**src/rtl/dsp_mac_pkg.sv**
```systemverilog
// Shared constants for the DSP48A1 dot-product sequencer: operand/P widths,
// slice latency and the OPMODE codes issued to the slice.
package dsp_mac_pkg;

    localparam int OPND_W  = 18;
    localparam int P_W     = 48;
    localparam int DSP_LAT = 3;

    localparam logic [7:0] OPM_FIRST = 8'h01;
    localparam logic [7:0] OPM_ACC   = 8'h09;
    localparam logic [7:0] OPM_HOLD  = 8'h08;

endpackage

```
**src/rtl/mac_result_fifo.sv**
```systemverilog
// Synchronous result FIFO with async active-low reset and an occupancy count.
// The head word reads as zero while the FIFO is empty.
module mac_result_fifo #(
    parameter int DEPTH = 4,
    parameter int WIDTH = 48
) (
    input  logic                       clk,
    input  logic                       rst_n,
    input  logic                       push,
    input  logic [WIDTH-1:0]           push_data,
    input  logic                       pop,
    output logic [WIDTH-1:0]           pop_data,
    output logic [$clog2(DEPTH+1)-1:0] count
);

    localparam int AW = $clog2(DEPTH);
    localparam int CW = $clog2(DEPTH + 1);

    logic [WIDTH-1:0] mem [DEPTH];
    logic [AW-1:0]    wr_ptr;
    logic [AW-1:0]    rd_ptr;
    logic             do_push;
    logic             do_pop;

    // A push into a full FIFO is still taken when the head leaves on the same edge.
    assign do_pop  = pop & (count != '0);
    assign do_push = push & ((count != CW'(DEPTH)) | do_pop);

    always_ff @(posedge clk or negedge rst_n) begin
        if (!rst_n) begin
            wr_ptr <= '0;
            rd_ptr <= '0;
            count  <= '0;
        end else begin
            if (do_push) wr_ptr <= wr_ptr + 1'b1;
            if (do_pop)  rd_ptr <= rd_ptr + 1'b1;
            count <= count + CW'(do_push) - CW'(do_pop);
        end
    end

    always_ff @(posedge clk) begin
        if (do_push) mem[wr_ptr] <= push_data;
    end

    assign pop_data = (count != '0) ? mem[rd_ptr] : '0;

endmodule

```
**src/rtl/dsp_mac_sequencer.sv**
```systemverilog
// Issues operand pairs with OPMODE to a DSP48A1 slice and captures finished dot products.
// Optional MAC_BEAT_CNT_EN stores each vector's beat count and drives it on m_count.
module dsp_mac_sequencer
    import dsp_mac_pkg::*;
#(
    parameter int RES_DEPTH = 4,
    parameter int MAX_LEN   = 256,
    parameter int CNT_W     = $clog2(MAX_LEN + 1)
) (
    input  logic                     CLK,
    input  logic                     RSTN,
    input  logic                     s_valid,
    output logic                     s_ready,
    input  logic signed [OPND_W-1:0] s_a,
    input  logic signed [OPND_W-1:0] s_b,
    input  logic                     s_last,
    output logic                     m_valid,
    input  logic                     m_ready,
    output logic signed [P_W-1:0]    m_data,
`ifdef MAC_BEAT_CNT_EN
    output logic [CNT_W-1:0]         m_count,
`endif
    output logic signed [OPND_W-1:0] dsp_a,
    output logic signed [OPND_W-1:0] dsp_b,
    output logic [7:0]               dsp_opmode,
    output logic                     dsp_ce,
    output logic                     dsp_rst,
    input  logic signed [P_W-1:0]    dsp_p
);

    localparam int STG = DSP_LAT + 1;
    localparam int FCW = $clog2(RES_DEPTH + 1);
    localparam int OCW = FCW + 3;
`ifdef MAC_BEAT_CNT_EN
    localparam int FIFO_W = P_W + CNT_W;
`else
    localparam int FIFO_W = P_W;
`endif

    logic [1:0]       rst_sync;
    logic             rst_hold;
    logic             accept;
    logic             eff_last;
    logic [CNT_W-1:0] beat_cnt;
    logic [7:0]       opm_q;
    logic [STG-1:0]   mark;
    logic [2:0]       inflight;
    logic [FCW-1:0]   fifo_count;
    logic [OCW-1:0]   occupancy;
    logic [FIFO_W-1:0] fifo_in;
    logic [FIFO_W-1:0] fifo_out;

    // Keeps the slice in reset for two edges after RSTN rises so its sync reset lands.
    always_ff @(posedge CLK or negedge RSTN) begin
        if (!RSTN) rst_sync <= 2'b00;
        else       rst_sync <= {rst_sync[0], 1'b1};
    end

    assign rst_hold = !rst_sync[1];
    assign dsp_rst  = rst_hold;
    assign dsp_ce   = 1'b1;

    assign accept   = s_valid & s_ready;
    assign eff_last = s_last | (beat_cnt == CNT_W'(MAX_LEN - 1));

    always_comb begin
        inflight = '0;
        for (int i = 0; i < STG; i++) inflight = inflight + 3'(mark[i]);
    end

    // Every in-flight marker already owns a FIFO slot, so dsp_p can never be dropped.
    assign occupancy = OCW'(fifo_count) + OCW'(inflight);
    assign s_ready   = !rst_hold && (occupancy < OCW'(RES_DEPTH));
    assign m_valid   = (fifo_count != '0);

    always_ff @(posedge CLK or negedge RSTN) begin
        if (!RSTN) begin
            dsp_a      <= '0;
            dsp_b      <= '0;
            opm_q      <= OPM_HOLD;
            dsp_opmode <= OPM_HOLD;
            beat_cnt   <= '0;
            mark       <= '0;
        end else begin
            dsp_a      <= accept ? s_a : '0;
            dsp_b      <= accept ? s_b : '0;
            opm_q      <= !accept ? OPM_HOLD : ((beat_cnt == '0) ? OPM_FIRST : OPM_ACC);
            dsp_opmode <= opm_q;
            if (accept) beat_cnt <= eff_last ? '0 : beat_cnt + 1'b1;
            mark <= {mark[STG-2:0], accept & eff_last};
        end
    end

`ifdef MAC_BEAT_CNT_EN
    logic [CNT_W-1:0] cnt_pipe [STG];

    // Beat count rides alongside the last marker so it meets its own dot product.
    always_ff @(posedge CLK or negedge RSTN) begin
        if (!RSTN) begin
            for (int i = 0; i < STG; i++) cnt_pipe[i] <= '0;
        end else begin
            cnt_pipe[0] <= beat_cnt + 1'b1;
            for (int i = 1; i < STG; i++) cnt_pipe[i] <= cnt_pipe[i-1];
        end
    end

    assign fifo_in = {cnt_pipe[STG-1], dsp_p};
    assign m_count = fifo_out[FIFO_W-1:P_W];
`else
    assign fifo_in = dsp_p;
`endif

    assign m_data = fifo_out[P_W-1:0];

    mac_result_fifo #(
        .DEPTH (RES_DEPTH),
        .WIDTH (FIFO_W)
    ) u_fifo (
        .clk       (CLK),
        .rst_n     (RSTN),
        .push      (mark[STG-1]),
        .push_data (fifo_in),
        .pop       (m_valid & m_ready),
        .pop_data  (fifo_out),
        .count     (fifo_count)
    );

endmodule

```
**config.mk**
```make
export PLATFORM = sky130hd
export DESIGN_NAME = dsp_mac_sequencer
export DESIGN_NICKNAME = d
export VERILOG_FILES = /design/src/rtl/dsp_mac_pkg.sv /design/src/rtl/mac_result_fifo.sv /design/src/rtl/dsp_mac_sequencer.sv
export SDC_FILE = /design/constraint.sdc
export NUM_CORES = 1
export LEC_CHECK = 0
export BUFFER_PORTS_ARGS = -buffer_cell sky130_fd_sc_hd__buf_2
export CORE_ASPECT_RATIO = 1.75
export CORE_UTILIZATION = 55
export CTS_CLUSTER_SIZE = 16
export DETAILED_ROUTE_END_ITERATION = 16
export GPL_TIMING_DRIVEN = 0
export PLACE_DENSITY = 0.85
export SLEW_MARGIN = 20
export SYNTH_ARGS = -nofsm -noshare
export SYNTH_HDL_FRONTEND = slang
export SYNTH_HIERARCHICAL = 1
export SYNTH_SLANG_ARGS = --single-unit
```
**constraint.sdc**
```tcl
create_clock -name CLK -period 3.69 [get_ports CLK]
set_input_delay 0.369 -clock CLK [delete_from_list [all_inputs] [get_ports CLK]]
set_output_delay 0.369 -clock CLK [all_outputs]
set_load 0.02 [all_outputs]
```
### Word level (Yosys, flattened, before mapping)

Memory sizes are Yosys's and may differ from the RTL's.
Index checks and enable logic that the tools add are counted.
W data, S select, Z words.

* add/sub/neg operators: 9
* $lt $le $gt $ge: 1
* eq/ne operators: 2
* multiplexer cells: 8
* bitwise operators: 7
* reductions and logical operators: 4

Operators with widths (number)
* $mux W48: 1
* $mux W18: 2
* $add A9 B1 Y9 const B: 1
* $eq A9 B8 Y1 const B: 1
* $logic_not A9 Y1: 1
* $mux W9: 1
* $mux W4: 2
* $add A3 B1 Y3: 2
* $and A1 B1 Y1: 5
* $add A2 B1 Y2 const B: 2
* $add A3 B3 Y4: 1
* $lt A4 B3 Y1 const B: 1
* $add A2 B1 Y3: 1
* $ne A3 B3 Y1 const B: 1
* $reduce_bool A3 Y1: 1
* $sub A3 B1 Y3: 1
* $add A1 B1 Y2: 1
* $mux W1: 2
* $or A1 B1 Y1: 2
* $logic_and A1 B1 Y1: 1
* $logic_not A1 Y1: 1

* register bits: 66
* memory bits (writable): 192
* word-level logic and storage cells: 42
* memories: 1

Memory list
* u_fifo.mem: words 4, width 48, rd ports 1, clocked after memory_dff 0, wr ports 1, RTL line mac_result_fifo.sv:19 `logic [WIDTH-1:0] mem [DEPTH];`

### Longest topological paths before layout

* depth in word-level cells: 8
* gate-level depth with buffers: 11
* mapped depth without buffers: 11

### By module

Netlist, hierarchy kept.

By module, submodules not included
* mac_result_fifo: instances 1, cells each 339, area each 7714.9 um2, sequential area each 5940.7 um2
* dsp_mac_sequencer: instances 1, cells each 165, area each 2084.5 um2, sequential area each 1378.8 um2

### Worst setup path before layout

Ideal clock, no wire load.

* kind: reg-to-reg
* from: register u_fifo.count[2]
* to: register u_fifo.count[2]
* data arrival time: 2.677 ns
* slack: 0.886 ns
* cell stages (with the launch flop): 12
* path buffers: 0
* clock period less this slack: 2.804 ns
* cell sequence: dfrtp_1 -> or3_1 -> and2_1 -> o41a_1 -> inv_1 -> ha_1 -> inv_1 -> ha_1 -> inv_1 -> fa_1 -> xnor2_1 -> xnor2_1

* word-level cells in the longest chain between the ends: 7
* elaborated cells on any way between the ends: 8
* classes of those cells: add/sub (2); eq/ne (1); bitwise (4); reduce/logical (1)

RTL lines
* from (decl): RTL line mac_result_fifo.sv:13 `output logic [$clog2(DEPTH+1)-1:0] count`
* from (signal assigned): RTL line mac_result_fifo.sv:37 `count <= count + CW'(do_push) - CW'(do_pop);`
* $reduce_bool A3 Y1 (*): RTL line dsp_mac_sequencer.sv:74 `assign m_valid = (fifo_count != '0);`
* named net m_valid: RTL line dsp_mac_sequencer.sv:17 `output logic m_valid,`
* $and A1 B1 Y1: RTL line dsp_mac_sequencer.sv:123 `.pop (m_valid & m_ready),`
* $and A1 B1 Y1 (*): RTL line mac_result_fifo.sv:26 `assign do_pop = pop & (count != '0);`
* $or A1 B1 Y1: RTL line mac_result_fifo.sv:27 `assign do_push = push & ((count != CW'(DEPTH)) | do_pop);`
* $and A1 B1 Y1: RTL line mac_result_fifo.sv:27
* $add A3 B1 Y3: RTL line mac_result_fifo.sv:37
* $sub A3 B1 Y3 (*): RTL line mac_result_fifo.sv:37

The timed path passes the listed nets; every way through them passes the cells marked *.
A chain may end at the register's enable or synchronous reset.

### Worst setup path after layout

* from: register u_fifo.count[2]
* to: register u_fifo.count[2]

* word-level cells in the longest chain between the ends: 7
* elaborated cells on any way between the ends: 8
* classes of those cells: add/sub (2); eq/ne (1); bitwise (4); reduce/logical (1)

RTL lines (RTL line)
* $reduce_bool A3 Y1: mac_result_fifo.sv:26, dsp_mac_sequencer.sv:74
* $and A1 B1 Y1: dsp_mac_sequencer.sv:123
* $and A1 B1 Y1: mac_result_fifo.sv:26
* $or A1 B1 Y1: mac_result_fifo.sv:27
* $and A1 B1 Y1: mac_result_fifo.sv:27
* $add A3 B1 Y3: mac_result_fifo.sv:37
* $sub A3 B1 Y3 (*): mac_result_fifo.sv:37

Every way passes the cells marked *; elsewhere a longest branch is shown, timed or not.

==> results.sh <==
export IMPL_outcome="complete, no violations"
export IMPL_worst_relative_slew_slack=0.480
export IMPL_post_cts_setup_buffers=0
export IMPL_dr_pass1_iters=5
export IMPL_grt_start_max_net_pins=63
export IMPL_total_power_divided_by_cell_area_mw_per_mm2=713
export IMPL_postSynth_asyncResetShare=0.244
export IMPL_synth_largest_area_cell="sky130_fd_sc_hd__edfxtp_1"
export IMPL_post_cts_resized=0
export IMPL_cts_htree_levels=1
export IMPL_tightest_slew_ns=0.781
export IMPL_critical_path_arrival_ns=3.38
export IMPL_synth_top_area_share=0.588
export IMPL_postSynth_topFlopCell="sky130_fd_sc_hd__edfxtp_1"
export IMPL_final_min_period_over_clock_period=0.804
export IMPL_synth_ff_latch_count=254
export IMPL_syn_inst=504
export IMPL_crit_reg2reg_capture="u_fifo/count[2]"
export IMPL_die_h_um=179
export IMPL_sequential_cell_area_mm2=0.00732
export IMPL_clkSlewWorstSetupHoldPaths_ns=0.06
export IMPL_final_setup_viol_count=0
export IMPL_layout_core_utilization=0.673
export IMPL_vias_per_cell=5.39
export IMPL_timing_max_cap_violations=0
export IMPL_grt_overflow=0
export IMPL_ys_top_cells_by_area="sky130_fd_sc_hd__edfxtp_1, sky130_fd_sc_hd__dfrtp_1, sky130_fd_sc_hd__mux4_2"
export IMPL_layoutNonFillerInstCount=959
export IMPL_placed_cells=918
export IMPL_hp_start="s_a[2]"
export IMPL_global_placement_routability_congestion=0.805
export IMPL_effective_utilization_at_floorplan=0.561
export IMPL_startpoint_type="flip-flop"
export IMPL_vias_in_the_first_global_route=5737
export IMPL_route_antenna_remaining_nets=0
export IMPL_power_leakage_nw=4.63
export IMPL_grt_pass1_wl_mm=29.1
export IMPL_fp_dieArea_mm2=0.0184
export IMPL_cts_hold_repair_buffers=1
export IMPL_layout_cells_sized_above_1=0.389
export IMPL_timing_hold_worst_path_depth=2
export IMPL_std_cell_rows=64
export IMPL_synthesis_area_per_instance_um2=19.4
export IMPL_die_w_um=103
export IMPL_grt_use_total=0.214
export IMPL_worst_skew_pair_later_pin_latency_ns=0.50
export IMPL_multi_input_area_mm2=0.00222
export IMPL_layout_min_cycle_time_ns=2.97
export IMPL_numPortBuffers=177
export IMPL_drtIter0Drc=205
export IMPL_synth_cell_area_mm2=0.00980
export IMPL_endpoint_kind="flip-flop"
export IMPL_crit_required_ns=4.11
export IMPL_post_route_drc_count=0
export IMPL_crit_fanout=7
export IMPL_class_of_the_most_critical_hold_timing_path="in2reg"
export IMPL_clock_tree_buffer_depth=3
export IMPL_grt_antenna_before_repair=1
export IMPL_yosys_cell_types_count=41
export IMPL_fin_setup_tns_ns=0
export IMPL_core_area_mm2=0.0175
export IMPL_reg2reg_depth=11
export IMPL_r2r_setup_slack_ns=0.72
export IMPL_timing_hold_worst_endpoint="dsp_a[2]"
export IMPL_synth_yosys_seq_area_share=0.747
export IMPL_vias=5171
export IMPL_timing_final_max_slew_violations=0
export IMPL_routed_wire_length_per_instance_um=19.6
export IMPL_fin_skew_ns=0.00729
export IMPL_grt_setup_unrepaired="false"
export IMPL_hold_violations=0
export IMPL_peakVddDrop_v=0.000470
export IMPL_synth_warnings=6
export IMPL_cts_bufs_inserted=22
export IMPL_place_hpwl_mm=12.6
export IMPL_design_final_nets=814
export IMPL_tritoncts="done"
export IMPL_cts_sinks=254
export IMPL_fillCellCount=1245
export IMPL_layout_area_overhead_vs_synth_pct=19.8
export IMPL_synth_edf_count=192
export IMPL_worst_r2r_startpoint="u_fifo/count[2]"
export IMPL_top_level_ports=185
export IMPL_maxClockFrequency_mhz=337
export IMPL_cts_root_buffer_cell="sky130_fd_sc_hd__clkbuf_16"
export IMPL_postRouteWirelength_mm=18.8
export IMPL_criticalPathCategory="reg2reg"
export IMPL_num_antenna_cells=0
[state kept, by name, summed over array words and instances (netlist names)]
| signal | flops |
|---|---|
| mark | 4 |
| u_fifo/mem | 192 |
| u_fifo/wr_ptr | 2 |
| u_fifo/rd_ptr | 2 |
| dsp_opmode | 2 |
| dsp_a | 18 |
| dsp_b | 18 |
| rst_sync | 2 |
| beat_cnt | 9 |
| opm_q | 2 |
| u_fifo/count | 3 |
[synthesized netlist by cell type (2+ instances only)]
master                     instances
sky130_fd_sc_hd__o31ai_1           3
sky130_fd_sc_hd__clkbuf_1         10
sky130_fd_sc_hd__o21ai_0           6
sky130_fd_sc_hd__nand4_1           2
sky130_fd_sc_hd__nand2_1           6
sky130_fd_sc_hd__nor2_1            4
sky130_fd_sc_hd__buf_2             5
sky130_fd_sc_hd__buf_4             8
sky130_fd_sc_hd__buf_6             2
sky130_fd_sc_hd__dfstp_2           2
sky130_fd_sc_hd__nand3_1           8
sky130_fd_sc_hd__ha_1             11
sky130_fd_sc_hd__dfrtp_1          60
sky130_fd_sc_hd__and2_1           91
sky130_fd_sc_hd__conb_1            2
sky130_fd_sc_hd__inv_1            12
sky130_fd_sc_hd__edfxtp_1        192
sky130_fd_sc_hd__buf_12            5
sky130_fd_sc_hd__mux4_2           48
sky130_fd_sc_hd__xnor2_1           4
sky130_fd_sc_hd__nor4_1            2
sky130_fd_sc_hd__fa_1              2
[worst max path at each step]
stage                     from                 to  slack [ns]  cells past startpoint
2_1_floorplan  u_fifo/count[2]    u_fifo/count[2]        0.89                     11
3_3_place_gp   u_fifo/count[1]  u_fifo/mem[0][23]        0.24                      4
3_5_place_dp   u_fifo/count[2]    u_fifo/count[2]        0.76                     11
4_1_cts        u_fifo/count[2]    u_fifo/count[2]        0.72                     11
5_1_grt        u_fifo/count[2]    u_fifo/count[2]        0.55                     11
6_report       u_fifo/count[2]    u_fifo/count[2]        0.72                     11
[area by class of cell]
type                            instances  area share
Buffer                                 30      0.0209
Clock buffer                           27      0.0503
Clock inverter                         13      0.0114
Inverter                               12     0.00384
Multi-Input combinational cell        214       0.189
Sequential cell                       254       0.623
Tap cell                              231      0.0246
Timing Repair Buffer                  178      0.0765
[cells in the final DEF (no fill, tap or decap), types with 2 or more instances in the layout]
cell type,instances
sky130_fd_sc_hd__nand3_1,8
sky130_fd_sc_hd__clkinv_2,2
sky130_fd_sc_hd__buf_6,2
sky130_fd_sc_hd__nor2_1,4
sky130_fd_sc_hd__conb_1,8
sky130_fd_sc_hd__nor4_1,2
sky130_fd_sc_hd__mux4_2,48
sky130_fd_sc_hd__bufinv_16,3
sky130_fd_sc_hd__clkbuf_1,14
sky130_fd_sc_hd__o21ai_0,6
sky130_fd_sc_hd__dfrtp_1,60
sky130_fd_sc_hd__and2_4,5
sky130_fd_sc_hd__ha_1,11
sky130_fd_sc_hd__fa_1,2
sky130_fd_sc_hd__xnor2_1,4
sky130_fd_sc_hd__dfstp_2,2
sky130_fd_sc_hd__clkbuf_16,23
sky130_fd_sc_hd__edfxtp_1,192
sky130_fd_sc_hd__inv_1,12
sky130_fd_sc_hd__clkinv_1,7
sky130_fd_sc_hd__buf_12,5
sky130_fd_sc_hd__buf_2,181
sky130_fd_sc_hd__nand4_1,2
sky130_fd_sc_hd__buf_4,9
sky130_fd_sc_hd__and2_1,87
sky130_fd_sc_hd__o31ai_1,3
sky130_fd_sc_hd__nand2_1,6
[cells by family (layout without fill, tap and decap cells)]
kind of cell	after synthesis	after routing	synth area share
flip-flops	254	254	0.747
AND/OR/NAND/NOR	121	121	0.0748
multiplexers	49	49	0.111
buffers and inverters	42	260	0.0296
AO/OA/AOI/OAI	18	18	0.0138
adder cells (fa/ha/maj)	13	13	0.0181
XOR/XNOR	5	5	0.00447
other	2	8	0.000766
[per-layer routing]
| layer | global-route usage | share of wire |
|---|---|---|
| met1 | 0.231 | 0.35 |
| met3 | 0.0423 | 0.062 |
| met2 | 0.405 | 0.56 |
| met5 | 0 | 0.00064 |
| met4 | 0.0739 | 0.029 |
[worst max-delay path: stages (launching register included)]
cell and delay, ns:
sky130_fd_sc_hd__dfrtp_1 0.45, sky130_fd_sc_hd__or3_1 0.41, sky130_fd_sc_hd__and2_1 0.20, sky130_fd_sc_hd__o41a_1 0.50, sky130_fd_sc_hd__inv_1 0.10, sky130_fd_sc_hd__ha_1 0.23
sky130_fd_sc_hd__inv_1 0.06, sky130_fd_sc_hd__ha_1 0.13, sky130_fd_sc_hd__inv_1 0.05, sky130_fd_sc_hd__fa_1 0.39, sky130_fd_sc_hd__xnor2_1 0.22, sky130_fd_sc_hd__xnor2_1 0.14
[metrics by stage]
stage	power (mW)	area (um^2)	hold WS [ns]	setup slack, ns
after floorplan	5.35	9820	0.0734	0.886
after global placement	6.07	11000	0.335	0.238
after detailed placement	6.18	11000	0.342	0.758
after CTS	8.49	11700	0.0586	0.725
after global routing	8.79	11700	0.0660	0.546
final	8.37	11700	0.0802	0.722
[where the power goes]
part,switching [mW],internal [mW]
clock,0.941,1.35
combinational,1.48,1.23
sequential,0.103,3.28
Power figures use the tool's default switching activity.
